### config.mk
export PLATFORM = sky130hd
export DESIGN_NAME = weight_loader
export DESIGN_NICKNAME = d
export VERILOG_FILES = /design/src/rtl/weight_loader.sv
export SDC_FILE = /design/constraint.sdc
export NUM_CORES = 1
export LEC_CHECK = 0
export CAP_MARGIN = 20
export CORE_MARGIN = 4
export CORE_UTILIZATION = 30
export DETAILED_ROUTE_END_ITERATION = 10
export HOLD_SLACK_MARGIN = 0.1
export PLACE_DENSITY = 0.63
export REMOVE_ABC_BUFFERS = 1
export SLEW_MARGIN = 25
export SYNTH_ARGS = -nofsm -noshare
export SYNTH_HDL_FRONTEND = slang
export SYNTH_SLANG_ARGS = --single-unit
export TNS_END_PERCENT = 50
### constraint.sdc
create_clock -name i_clk -period 4.4 [get_ports i_clk]
set_clock_uncertainty 0.15 [all_clocks]
set_input_delay 1.32 -clock i_clk [delete_from_list [all_inputs] [get_ports i_clk]]
set_output_delay 1.32 -clock i_clk [all_outputs]
set_load 0.02 [all_outputs]
### src/rtl/weight_loader.sv
// Weight memory write front end: filters a broadcast config stream for this neuron's packets.
// Optional trailer checksum is enabled by defining WEIGHT_LOADER_CHECKSUM_EN.
module weight_loader #(
  parameter int numWeight    = 3,
  parameter int neuronNo     = 5,
  parameter int layerNo      = 1,
  parameter int addressWidth = 10,
  parameter int dataWidth    = 16
) (
  input  logic                    i_clk,
  input  logic                    i_rstn,
  input  logic [31:0]             i_cfg_data,
  input  logic                    i_cfg_valid,
  output logic                    o_cfg_ready,
  input  logic                    i_hold,
  output logic                    o_wen,
  output logic [addressWidth-1:0] o_wadd,
  output logic [dataWidth-1:0]    o_win,
  output logic                    o_busy,
  output logic                    o_done,
  output logic                    o_err
);

  localparam logic [1:0] HDR  = 2'd0;
  localparam logic [1:0] LOAD = 2'd1;
  localparam logic [1:0] SKIP = 2'd2;
`ifdef WEIGHT_LOADER_CHECKSUM_EN
  localparam logic [1:0] CSUM = 2'd3;
`endif

  localparam logic [7:0]            LAYER_ID  = 8'(layerNo);
  localparam logic [7:0]            NEURON_ID = 8'(neuronNo);
  localparam logic [addressWidth:0] NUM_W     = (addressWidth + 1)'(numWeight);
  localparam logic [addressWidth:0] IDX_ONE   = (addressWidth + 1)'(1);

  logic [1:0]              r_state;
  logic [15:0]             r_remaining;
  logic [addressWidth:0]   r_index;
  logic                    r_rstnQ;
  logic                    r_wen;
  logic [addressWidth-1:0] r_wadd;
  logic [dataWidth-1:0]    r_win;
  logic                    r_done;
  logic                    r_err;
  logic                    w_accept;
  logic                    w_match;
  logic                    w_lastWord;
  logic [15:0]             w_count;
`ifdef WEIGHT_LOADER_CHECKSUM_EN
  logic [31:0]             r_sum;
  logic                    r_pktMatch;
`endif

  // Ready stays low during the reset cycle because it waits on the registered reset.
  assign o_cfg_ready = !i_hold && r_rstnQ;
  assign w_accept    = i_cfg_valid && o_cfg_ready;
  assign w_count     = i_cfg_data[15:0];
  assign w_match     = (i_cfg_data[31:24] == LAYER_ID) && (i_cfg_data[23:16] == NEURON_ID);
  assign w_lastWord  = (r_remaining == 16'd1);

  assign o_wen  = r_wen;
  assign o_wadd = r_wadd;
  assign o_win  = r_win;
  assign o_busy = (r_state != HDR);
  assign o_done = r_done;
  assign o_err  = r_err;

  always_ff @(posedge i_clk) begin
    if (!i_rstn) begin
      r_state     <= HDR;
      r_remaining <= '0;
      r_index     <= '0;
      r_rstnQ     <= 1'b0;
      r_wen       <= 1'b0;
      r_wadd      <= '0;
      r_win       <= '0;
      r_done      <= 1'b0;
      r_err       <= 1'b0;
`ifdef WEIGHT_LOADER_CHECKSUM_EN
      r_sum       <= '0;
      r_pktMatch  <= 1'b0;
`endif
    end else begin
      r_rstnQ <= 1'b1;
      r_wen   <= 1'b0;
      if (w_accept) begin
        case (r_state)
          HDR: begin
            r_remaining <= w_count;
            r_index     <= '0;
            if (w_match) begin
              r_done <= 1'b0;
              r_err  <= 1'b0;
            end
`ifdef WEIGHT_LOADER_CHECKSUM_EN
            r_sum      <= '0;
            r_pktMatch <= w_match;
            if (w_count == 16'd0) r_state <= CSUM;
            else                  r_state <= w_match ? LOAD : SKIP;
`else
            if (w_count == 16'd0) begin
              r_state <= HDR;
              if (w_match) r_done <= 1'b1;
            end else begin
              r_state <= w_match ? LOAD : SKIP;
            end
`endif
          end
          LOAD: begin
            r_remaining <= r_remaining - 16'd1;
            // Overflow words are discarded rather than wrapped onto earlier addresses.
            if (r_index < NUM_W) begin
              r_wen   <= 1'b1;
              r_wadd  <= r_index[addressWidth-1:0];
              r_win   <= i_cfg_data[dataWidth-1:0];
              r_index <= r_index + IDX_ONE;
            end else begin
              r_err <= 1'b1;
            end
`ifdef WEIGHT_LOADER_CHECKSUM_EN
            r_sum <= r_sum + i_cfg_data;
            if (w_lastWord) r_state <= CSUM;
`else
            if (w_lastWord) begin
              r_state <= HDR;
              r_done  <= 1'b1;
            end
`endif
          end
          SKIP: begin
            r_remaining <= r_remaining - 16'd1;
`ifdef WEIGHT_LOADER_CHECKSUM_EN
            if (w_lastWord) r_state <= CSUM;
`else
            if (w_lastWord) r_state <= HDR;
`endif
          end
          default: begin
`ifdef WEIGHT_LOADER_CHECKSUM_EN
            // Trailer of a foreign packet is swallowed without touching the flags.
            if (r_pktMatch) begin
              r_done <= 1'b1;
              if (i_cfg_data != r_sum) r_err <= 1'b1;
            end
`endif
            r_state <= HDR;
          end
        endcase
      end
    end
  end

endmodule

==> results.toml <==
[floorplan]
rows = 34
die_height_um = 102.9
start_util_pct = 30.84
core_um2 = 8763
ios = 67
dieArea_um2 = 10590
die_x_um = 102.9

[timing]
rsz0062_at_grt = "false"
min_period_ns = 4.018
finalWorstSetupSlack_ns = 0.3822
fmax_ghz = 0.2489
hold_ws_ns = 0.3126
setup_viol = 0
final.setup.tns_ns = 0
slew_violations = 0
hold_viol_final = 0
tightest_slew_ns = 0.7585
fin_crit_sh_pct = 91.31
slew_headroom_pct = 49.43

[yosys]
synth_xor_area_share_pct = 0
syn_avg_cell_area_um2 = 9.287
synth_cells = 291
yosysMostFrequentCell = "dfxtp_1"
yosysTopAreaCellShare_pct = 43.70
synth_mux_area_share_pct = 8.194
synth_compound_area_share_pct = 13.98
synth_top_family_by_area = "simple AND/OR/NAND/NOR gates"
synthFlopType = "dfxtp_1"
synth_enable_flop_cells = 0
synth-seq-cells = 59
synth_common_cells = "59 x dfxtp_1, 31 x nor2_1, 21 x mux2i_1"
yosys-top-cells-area = "dfxtp_1 44%, mux2i_1 7.8%, nor2_1 4.3%"
synthSimpleGateAreaFrac_pct = 26.16
ys_seq_area_share_pct = 43.70
synthArstFlopShare_pct = 0
yosysWarnings = 0
synth_top_cell_by_area = "dfxtp_1"
synth_area_um2 = 2703
synthAdderAreaFrac_pct = 2.778
ys_types = 55

[cells_and_area]
n_antenna_cell = 0
seq_area_um2 = 1181
multi_input_area_um2 = 1381
final_cells = 469
utilization_pct = 41.73
area_delta_synth_final_pct = 35.32
nets = 398
fillers = 865
final_area_um2 = 3657
drive_above_1_share_pct = 8.864

[flow_run]
maxCapViolCount = 0

[worst_setup_path]
crit_type = "input pin to output port"
crit_required_ns = 2.93
r2r_cells = 5
r2r-start = "r_state[0]$_SDFFE_PN0P_"
worstPathArrival_ns = 2.55
start_kind = "input pin"
cp_max_fo = 5
rrSetupSlack_ns = 1.40
r2r-end = "r_remaining[14]$_SDFFE_PN0P_"
end_kind = "output port"

[clock_tree]
clock_sinks = 59
hold_buffers = 0
worstSkewPairLatency_ns = 0.34
post-cts-setup-buffer-count = 0
clock_path_buffers = 2
cts_tree = "done"
clkTransAtPathRegs_ns = 0.07
root_buffer = "clkbuf_8"
cts_resized = 0
h-tree-depth = 3
cts_made_buffers = 9

[global_route]
grt_pass1_wl_um = 11730
grt.met2_usage_pct = 21.85
grt_use_met1_pct = 18.02
grt_max_degree = 36
grt_pass1_vias = 2508
grtUsageMet3_pct = 3.992
grt_overflow = 0
grt_use_total_pct = 14.22
busiest_layer = "met2"
antenna_found_initial = 0

[route]
wl_per_cell_um = 15.25
drc = 0
firstDrtPassIters = 4
drt_iter0_drc = 129
via_count = 2436
routed_wl_um = 7151
drtAntennaViolNets = 0
vias_per_cell = 5.194

[power_and_ir_drop]
power.density_nw_per_um2 = 338.7
p_total_mw = 1.239
p_leak_nw = 1.526
ir_worst_vdd_v = 0.0001283

[placement]
gp_congestion = 0.8162
placed_cells = 453
pre_cts_ws_ns = 0.3590
portBuffers = 66
place_area_um2 = 3433
dp_hpwl_um = 4870

[min_path]
hold_path_depth = 2
hp-start = "o_err$_SDFFE_PN0P_"
min_path_type = "flop to flop"
hold_end = "o_err$_SDFFE_PN0P_"

[status]
status = "completed"
[area by class of cell]
type / instances / area share (%)
multi-input combinational: 204 / 37.77
sequential: 59 / 32.30
timing repair buffer: 70 / 18.88
tap: 108 / 3.695
clock buffer: 9 / 3.387
clock inverter: 7 / 2.737
inverter: 12 / 1.232
[power breakdown]
| part | switching [mW] | internal (mW) | total, mW | leakage (nW) |
|---|---|---|---|---|
| registers | 0.00929 | 0.541 | 0.550 | 0.477 |
| clock network | 0.235 | 0.322 | 0.557 | 0.114 |
| logic | 0.0694 | 0.0622 | 0.132 | 0.936 |
[layout by cell type, fill, tap and decap left out, types with 2 or more instances in the layout]
cell	count
a211oi_1	3
a21oi_1	14
a221oi_1	2
a31oi_1	6
and2_1	2
and3_1	18
buf_4	4
bufinv_16	2
clkbuf_8	9
clkdlybuf4s50_1	66
clkinv_1	2
clkinv_4	3
dfxtp_1	59
ha_1	6
inv_1	10
mux2i_1	21
nand2_1	17
nand3_1	6
nand4_1	6
nor2_1	31
nor2b_1	6
nor3_1	4
nor4_1	9
nor4b_1	5
o211a_1	2
o211ai_1	2
o21a_1	2
o21ai_0	7
o22ai_1	2
o311ai_0	2
o31ai_1	2
o32ai_1	2
or2_2	2
or3_1	2
[worst max-delay path by stage]
stage          startpoint                       to  cells after the start
3_5_place_dp       i_hold              o_cfg_ready                      3
5_1_grt            i_hold              o_cfg_ready                      3
3_3_place_gp       i_hold              o_cfg_ready                      3
2_1_floorplan      i_hold  r_index[0]$_SDFFE_PN0P_                      4
4_1_cts            i_hold              o_cfg_ready                      3
6_report           i_hold              o_cfg_ready                      3
[cells by family after synthesis]
group | Yosys count
AND/OR/NAND/NOR | 121
multiplexers | 22
buffers and inverters | 28
adder cells (fa/ha/maj) | 6
AO/OA/AOI/OAI | 55
flip-flops | 59
[registers in the layout (all words and copies together) (netlist names)]
register,cells
o_err,1
r_state,2
r_index,11
o_win,16
o_wen,1
o_wadd,10
r_rstnQ,1
r_remaining,16
o_done,1
[critical path: stages]
cell and delay, ns:
clkdlybuf4s50_1 0.47, nor2b_1 0.14, clkdlybuf4s50_1 0.62
[per-layer routing]
metal	part of all wire, %	vias to the layer above
li1	-	1204
met1	47	1140
met2	44	81
met3	7.3	11
met4	1.7	0
met5	0	-
Note: power is estimated with default switching activity, not from simulation.
